## src/rtl/prod_accum_pkg.sv

```systemverilog
// Shared types and default constants for the prod_accum block accumulator.
package prod_accum_pkg;

    localparam int unsigned DEF_P_W   = 16;
    localparam int unsigned DEF_ACC_W = 20;
    localparam int unsigned LEN_MAX   = 255;
    localparam int unsigned CNT_W     = 8;

    typedef enum logic {
        ST_ACC  = 1'b0,
        ST_HOLD = 1'b1
    } state_e;

endpackage

```

## src/rtl/prod_accum_acc_add_sat.sv

```systemverilog
// Combinational accumulator adder: zero-extends the product, reports carry out.
// PROD_ACCUM_SAT_EN selects saturate-on-overflow; otherwise the result wraps.
module acc_add_sat
    import prod_accum_pkg::*;
#(
    parameter int unsigned P_W   = DEF_P_W,
    parameter int unsigned ACC_W = DEF_ACC_W
) (
    input  logic [ACC_W-1:0] acc,
    input  logic [P_W-1:0]   prod,
    output logic [ACC_W-1:0] sum_c,
    output logic             ovf_c
);

    localparam int unsigned FULL_W = ACC_W + 1;

    logic [FULL_W-1:0] full;

    always_comb begin
        full  = FULL_W'(acc) + FULL_W'(prod);
        ovf_c = full[ACC_W];
`ifdef PROD_ACCUM_SAT_EN
        sum_c = full[ACC_W] ? {ACC_W{1'b1}} : full[ACC_W-1:0];
`else
        sum_c = full[ACC_W-1:0];
`endif
    end

endmodule

```

## src/rtl/prod_accum.sv

```systemverilog
// Sums LEN unsigned products per block, then holds the block sum until taken.
// Overflow behaviour (wrap or saturate) is set by PROD_ACCUM_SAT_EN.
module prod_accum
    import prod_accum_pkg::*;
#(
    parameter int unsigned P_W   = DEF_P_W,
    parameter int unsigned ACC_W = DEF_ACC_W,
    parameter int unsigned LEN   = 4
) (
    input  logic             clk,
    input  logic             rst,
    input  logic             prod_valid,
    input  logic [P_W-1:0]   prod,
    output logic             prod_ready,
    output logic             sum_valid,
    input  logic             sum_ready,
    output logic [ACC_W-1:0] sum,
    output logic [CNT_W-1:0] cnt,
    output logic             ovf
);

    localparam logic [CNT_W-1:0] LEN_C = CNT_W'((LEN > LEN_MAX) ? LEN_MAX : LEN);

    state_e           state_q, state_d;
    logic [ACC_W-1:0] acc_q, acc_d;
    logic [CNT_W-1:0] cnt_q, cnt_d;
    logic [ACC_W-1:0] sum_q, sum_d;
    logic             ovf_q, ovf_d;
    logic             sum_valid_q, sum_valid_d;
    logic             prod_ready_q, prod_ready_d;

    logic [ACC_W-1:0] add_sum;
    logic             add_ovf;
    logic [CNT_W-1:0] cnt_inc;

    acc_add_sat #(
        .P_W   (P_W),
        .ACC_W (ACC_W)
    ) u_add (
        .acc   (acc_q),
        .prod  (prod),
        .sum_c (add_sum),
        .ovf_c (add_ovf)
    );

    always_comb begin
        state_d      = state_q;
        acc_d        = acc_q;
        cnt_d        = cnt_q;
        sum_d        = sum_q;
        ovf_d        = ovf_q;
        sum_valid_d  = sum_valid_q;
        prod_ready_d = prod_ready_q;
        cnt_inc      = cnt_q + CNT_W'(1);

        case (state_q)
            ST_ACC: begin
                if (prod_valid && prod_ready_q) begin
                    acc_d = add_sum;
                    cnt_d = cnt_inc;
                    ovf_d = ovf_q | add_ovf;
                    // Final accept of the block: capture result and stop accepting.
                    if (cnt_inc == LEN_C) begin
                        state_d      = ST_HOLD;
                        sum_d        = add_sum;
                        sum_valid_d  = 1'b1;
                        prod_ready_d = 1'b0;
                    end
                end
            end
            ST_HOLD: begin
                if (sum_valid_q && sum_ready) begin
                    state_d      = ST_ACC;
                    acc_d        = '0;
                    cnt_d        = '0;
                    ovf_d        = 1'b0;
                    sum_valid_d  = 1'b0;
                    prod_ready_d = 1'b1;
                end
            end
            default: begin
                state_d      = ST_ACC;
                sum_valid_d  = 1'b0;
                prod_ready_d = 1'b1;
            end
        endcase
    end

    always_ff @(posedge clk) begin
        if (!rst) begin
            state_q      <= ST_ACC;
            acc_q        <= '0;
            cnt_q        <= '0;
            sum_q        <= '0;
            ovf_q        <= 1'b0;
            sum_valid_q  <= 1'b0;
            prod_ready_q <= 1'b1;
        end else begin
            state_q      <= state_d;
            acc_q        <= acc_d;
            cnt_q        <= cnt_d;
            sum_q        <= sum_d;
            ovf_q        <= ovf_d;
            sum_valid_q  <= sum_valid_d;
            prod_ready_q <= prod_ready_d;
        end
    end

    assign prod_ready = prod_ready_q;
    assign sum_valid  = sum_valid_q;
    assign sum        = sum_q;
    assign cnt        = cnt_q;
    assign ovf        = ovf_q;

endmodule

```

## config.mk

```make
export PLATFORM = sky130hd
export DESIGN_NAME = prod_accum
export DESIGN_NICKNAME = d
export VERILOG_FILES = /design/src/rtl/prod_accum_pkg.sv /design/src/rtl/prod_accum_acc_add_sat.sv /design/src/rtl/prod_accum.sv
export SDC_FILE = /design/constraint.sdc
export NUM_CORES = 1
export LEC_CHECK = 0
export ABC_AREA = 1
export CAP_MARGIN = 30
export CORE_MARGIN = 2
export CORE_UTILIZATION = 55
export DETAILED_ROUTE_END_ITERATION = 6
export PLACE_DENSITY = 0.9
export SETUP_SLACK_MARGIN = 0.15
export SYNTH_ARGS = -nofsm -noshare
export SYNTH_HDL_FRONTEND = slang
export SYNTH_SLANG_ARGS = --single-unit
```

## constraint.sdc

```tcl
create_clock -name clk -period 2.7 [get_ports clk]
set_input_delay 0.54 -clock clk [delete_from_list [all_inputs] [get_ports clk]]
set_output_delay 0.54 -clock clk [all_outputs]
set_load 0.1 [all_outputs]
```

Word level (Yosys, flattened, before mapping)
Index checks and enable logic that the tools add are counted.
{ "classes": {"add_sub_neg": 2, "muxes": 20, "eq_ne": 4, "n_bitwise": 2, "reduce_logical": 5} }
{ "ops": {"columns": ["cell", "n"], "rows": [
  ["$mux W20", 2],
  ["$pmux W20 S2", 1],
  ["$add A20 B16 Y21", 1],
  ["$mux W8", 2],
  ["$pmux W8 S2", 1],
  ["$mux W1", 10],
  ["$add A8 B1 Y8 const B", 1],
  ["$eq A8 B3 Y1 const B", 1],
  ["$pmux W1 S2", 4],
  ["$reduce_and A3 Y1", 2],
  ["$ne A2 B2 Y1 const B", 2],
  ["$logic_and A1 B1 Y1", 2],
  ["$ne A2 B1 Y1 const B", 1],
  ["$reduce_and A2 Y1", 1],
  ["$not A1 Y1", 1],
  ["$or A1 B1 Y1", 1]
]} }
{ "totals": {"input_bits": 20, "register_bits": 52, "output_inout_bits": 31, "elab_cells": 40} }

Depth between registers and ports, before layout
{ "logic_depth": {"depth_word": 5, "ltp_mapped": 14, "mapped_depth_nobuf": 14} }

Cells and area by module
Synthesis repeated with hierarchy kept, for this count alone.
{ "unflattened": {"hier_cells": 525, "hier_area_um2": 3284.4} }
{ "modules_own_cells": {"columns": ["mod", "seq_area_each_um2", "cells_each", "n_inst", "area_each_um2"], "rows": [
  ["prod_accum", 1041.0, 306, 1, 2143.3],
  ["acc_add_sat", 0.0, 219, 1, 1141.1]
]} }

Least setup slack after synthesis
OpenSTA, ideal clock, no wires.
{ "synth_path": {"kind": "reg2reg", "start": "reg cnt_q[0] (netlist: cnt[0])", "end": "reg sum_q[2] (netlist: sum[2])", "t_arrival_ns": 2.291, "synth_period_minus_slack_ns": 2.419, "path_stages_with_launch": 10, "t_required_ns": 2.572, "path_buffers": 1, "setup_time_ns": 0.128, "slack_ns": 0.281, "cell_sequence": "dfxtp_1 -> ha_1 -> nand3_1 -> nor2_1 -> xor2_1 -> nor2_2 -> nand3_2 -> buf_6 -> o21ai_1 -> nor2_1"} }
{ "synth_between": {"elab_chain_len": 3} }
{ "synth_lines": {"columns": ["element", "line", "rtl"], "rows": [
  ["start: declaration", "prod_accum.sv:26", "logic [CNT_W-1:0] cnt_q, cnt_d;"],
  ["start signal: assignment", "prod_accum.sv:101", "cnt_q <= cnt_d;"],
  ["$add A8 B1 Y8", "prod_accum.sv:54", "cnt_inc = cnt_q + CNT_W'(1);"],
  ["$eq A8 B3 Y1", "prod_accum.sv:63", "if (cnt_inc == LEN_C) begin"],
  ["$reduce_and A3 Y1 (no line)", null, null],
  ["end signal: assignment", "prod_accum.sv:102", "sum_q <= sum_d;"],
  ["end: declaration", "prod_accum.sv:27", "logic [ACC_W-1:0] sum_q, sum_d;"]
]} }
Every way passes these cells.
A chain may end at the register's enable or synchronous reset.

Worst setup path after layout
{ "layout_path": {"start": "in prod[0]", "end": "reg acc_q[8]"} }
{ "layout_between": {"elab_chain_len": 3} }
{ "layout_lines": {"columns": ["element", "line", "rtl"], "rows": [
  ["start: declaration", "prod_accum.sv:13", "input logic [P_W-1:0] prod,"],
  ["$add A20 B16 Y21", "prod_accum_acc_add_sat.sv:20", "full = FULL_W'(acc) + FULL_W'(prod);"],
  ["$mux W20", "prod_accum.sv:58", "if (prod_valid && prod_ready_q) begin"],
  ["$pmux W20 S2", "prod_accum.sv:56", "case (state_q)"],
  ["end signal: assignment", "prod_accum.sv:92", "acc_q <= '0;"],
  ["end signal: assignment", "prod_accum.sv:100", "acc_q <= acc_d;"],
  ["end: declaration", "prod_accum.sv:25", "logic [ACC_W-1:0] acc_q, acc_d;"]
]} }
Every way passes these cells. The select of a mux whose other input is x is not followed.

==> run_results.csv <==
group,metric,value,unit
routing,wl_met1,3550,µm
layout,design_area,3800,µm²
layout,seqCellArea,1040,µm²
floorplan,die_w,80.1,µm
clocking,clkSlewWorstSetupHoldPaths,0.09,ns
floorplan,die_h,80.1,µm
pwr,combPwrFrac,0.294,
placement,place_area,3690,µm²
floorplan,coreArea,5540,µm²
layout,area_growth,19.4,%
yosys,netlist_instances,506,
global_routing,grt_pass1_vias,2972,
floorplan,die-area,6410,µm²
yosys,synth.avg_cell_area,6.29,µm²
yosys,synth_cell_type_count,27,
sta,max_freq,422,MHz
worst_setup_path,reg2regPathDepth,10,
sta,finalMaxSlewViolations,0,
routing,firstDrtPassIters,4,
layout,nets,596,
pwr,power.density,512,nW/µm²
clocking,postCtsHoldBufs,0,
outcome,status,"complete, no violations",
pwr,fin_total_pwr,0.00194,W
pwr,clkPwrFrac,0.275,
pwr,swShare,0.342,
yosys,synth-seq-cells,52,
yosys,yosysWarnings,0,
clocking,clkSinkCount,52,
yosys,ys_seq_area_frac,0.327,
yosys,synthTopCellsByArea,"dfxtp_1 33%, nand2_1 20%, inv_1 7.7%",
layout,drive_gt1_frac,0.102,
sta,rsz0062_at_grt,"false",
routing,drt_iter0_drc,210,
worst_setup_path,crit_fanout,3,
job,drv_cap,0,
pwr,p_int,0.00128,W
layout,final_common_cell,"nand2_1",
worst_setup_path,worstSetupStartpointType,"input port",
layout,multiInputGateArea,1820,µm²
hold_path,hp-class,"reg2reg",
worst_setup_path,r2r_start,"cnt[0]$_SDFFE_PN0P_",
layout,layout_common_cells,"170 x nand2_1, 65 x inv_1, 58 x nor2_1, 52 x dfxtp_1, 48 x a21oi_1",
sta,final.setup.tns,0,ns
worst_setup_path,r2r_setup_slack,0.64,ns
yosys,synth_top_cell_by_area,"dfxtp_1",
clocking,numCtsBuffers,5,
routing,via_per_inst,5.14,
hold_path,min_to,"ovf$_SDFFE_PN0P_",
sta,worst_pin_slew,0.704,ns
global_routing,antenna_found_initial,0,
placement,dp_hpwl,6230,µm
global_routing,globalRoute.totalOverflow,0,
clocking,htree_levels,2,
pwr,peakVddDrop,275,µV
clocking,cts_resized,0,
clocking,clockBufferDepth,2,
placement,gp_congestion,0.927,
placement,io_buffers,50,
sta,hold_viol,0,
clocking,cts_tree,"done",
pwr,p_leak,1.87,nW
routing,vias,3242,
layout,diodes,0,
worst_setup_path,cp-end-kind,"flop",
routing,final_antenna_net_count,0,
global_routing,grt_max_degree,27,
floorplan,rows,27,
worst_setup_path,critical_path_class,"in2reg",
worst_setup_path,timing.rr.end,"sum[18]$_SDFFE_PN0P_",
routing,dr_wl_met3,499,µm
sta,max_slew_margin,0.530,
clocking,post_cts_buffers,0,
clocking,clkLatencyLatePin,0.31,ns
global_routing,grt_pass1_wl,13300,µm
hold_path,worstHoldPathCells,2,
routing,wl_per_cell,12.7,µm
worst_setup_path,crit_arrival,2.61,ns
layout,fin_util,0.686,
routing,wl_met2,3830,µm
yosys,synth_top_area_share,0.327,
pwr,p_seq_frac,0.431,
floorplan,start_util,0.574,
hold_path,min_from,"ovf$_SDFFE_PN0P_",
sta,skew,0.00440,ns
worst_setup_path,critPathRequiredTime,2.94,ns
pwr,switchingPower,0.000666,W
floorplan,ios,51,
routing,highest_layer,"met4",
yosys,synthesis.area,3180,µm²
routing,drc,0,
sta,layout_min_cycle_time,2.37,ns
global_routing,grt_use_total,0.263,
yosys,synth_nets,544,
layout,n_fill_cell,508,
routing,finalWirelength,8020,µm
sta,hold_ws,0.466,ns
clocking,cts_root_buffer,"clkbuf_8",
sta,setup-violations-final,0,
sta,period_share,0.877,
## power by group through the flow
stage          Sequential (W)  Combinational, W  Clock (W)
6_report             0.000837          0.000572   0.000536
5_1_grt              0.000843          0.000637   0.000575
4_1_cts              0.000837          0.000566   0.000542
3_5_place_dp         0.000855          0.000560          0
3_3_place_gp         0.000853          0.000544          0
2_1_floorplan        0.000912          0.000360          0
## layout make-up
class                   count  area share
multi-input cells         374       0.480
flip-flops and latches     52       0.274
repair buffers             57       0.127
inverters                  68      0.0672
well taps                  72      0.0237
clock buffers               6      0.0191
clock inverters             2     0.00922
## metal layers
layer | up-vias | global-route usage
li1 | 1688 | -
met2 | 94 | 0.446
met4 | 0 | 0.0847
met3 | 14 | 0.0438
met1 | 1446 | 0.340
met5 | - | 0
## Yosys cell counts
| cell | instances |
|---|---|
| clkinv_1 | 1 |
| inv_1 | 65 |
| buf_6 | 2 |
| dfxtp_1 | 52 |
| a21oi_1 | 48 |
| nand3_1 | 31 |
| o21ai_1 | 7 |
| nand2_2 | 1 |
| nand3_2 | 2 |
| ha_1 | 17 |
| nor3_1 | 4 |
| a21oi_2 | 1 |
| xor2_1 | 10 |
| nor2_2 | 4 |
| and2_1 | 2 |
| inv_2 | 2 |
| o21ai_0 | 4 |
| nand3b_1 | 6 |
| xnor2_1 | 3 |
| nand4_1 | 2 |
| nor2_1 | 58 |
| nand2_1 | 170 |
| buf_2 | 3 |
| or2_2 | 2 |
| o22ai_1 | 1 |
| clkbuf_1 | 7 |
| fa_1 | 1 |
## worst max-delay path: stages
cell and delay [ns]:
clkdlybuf4s50_1 0.46, ha_1 0.19, inv_1 0.07, fa_1 0.41, inv_1 0.11, nand3_1 0.07
nand3_1 0.12, nand2_1 0.07, nand2_1 0.13, xor2_1 0.24, nand2_1 0.09, a21oi_1 0.13
## cell families after synthesis
| family | after synthesis | share of synthesized area |
|---|---|---|
| buffers and inverters | 80 | 0.100 |
| xor gates and xnor gates | 13 | 0.0358 |
| DFF | 52 | 0.327 |
| and+or+nand+nor | 282 | 0.366 |
| AOI/OAI and AO/OA | 61 | 0.0975 |
| adders and majority gates | 18 | 0.0731 |
## state kept, by name (all words and copies together) (netlist names)
name / count
cnt: 8
state_q: 1
sum_valid: 1
prod_ready: 1
acc_q: 20
ovf: 1
sum: 20
## worst max-delay path by stage
| stage | start | end | cells after the start |
|---|---|---|---|
| final | prod[0] | acc_q[8]$_SDFFE_PN0P_ | 12 |
| after CTS | prod[0] | acc_q[8]$_SDFFE_PN0P_ | 12 |
| after detailed placement | prod[0] | acc_q[8]$_SDFFE_PN0P_ | 12 |
| after global routing | prod[0] | sum[16]$_SDFFE_PN0P_ | 14 |
| after floorplan | cnt[0]$_SDFFE_PN0P_ | sum[2]$_SDFFE_PN0P_ | 9 |
| after global placement | prod[0] | sum[16]$_SDFFE_PN0P_ | 14 |
## through the flow
stage | std cells | setup slack [ns]
floorplan | 506 | 0.281
global placement | 622 | 0.0769
detailed placement | 623 | 0.0133
CTS | 631 | 0.346
global route | 631 | 0.201
finish | 631 | 0.332
Power figures use the tool's default switching activity.
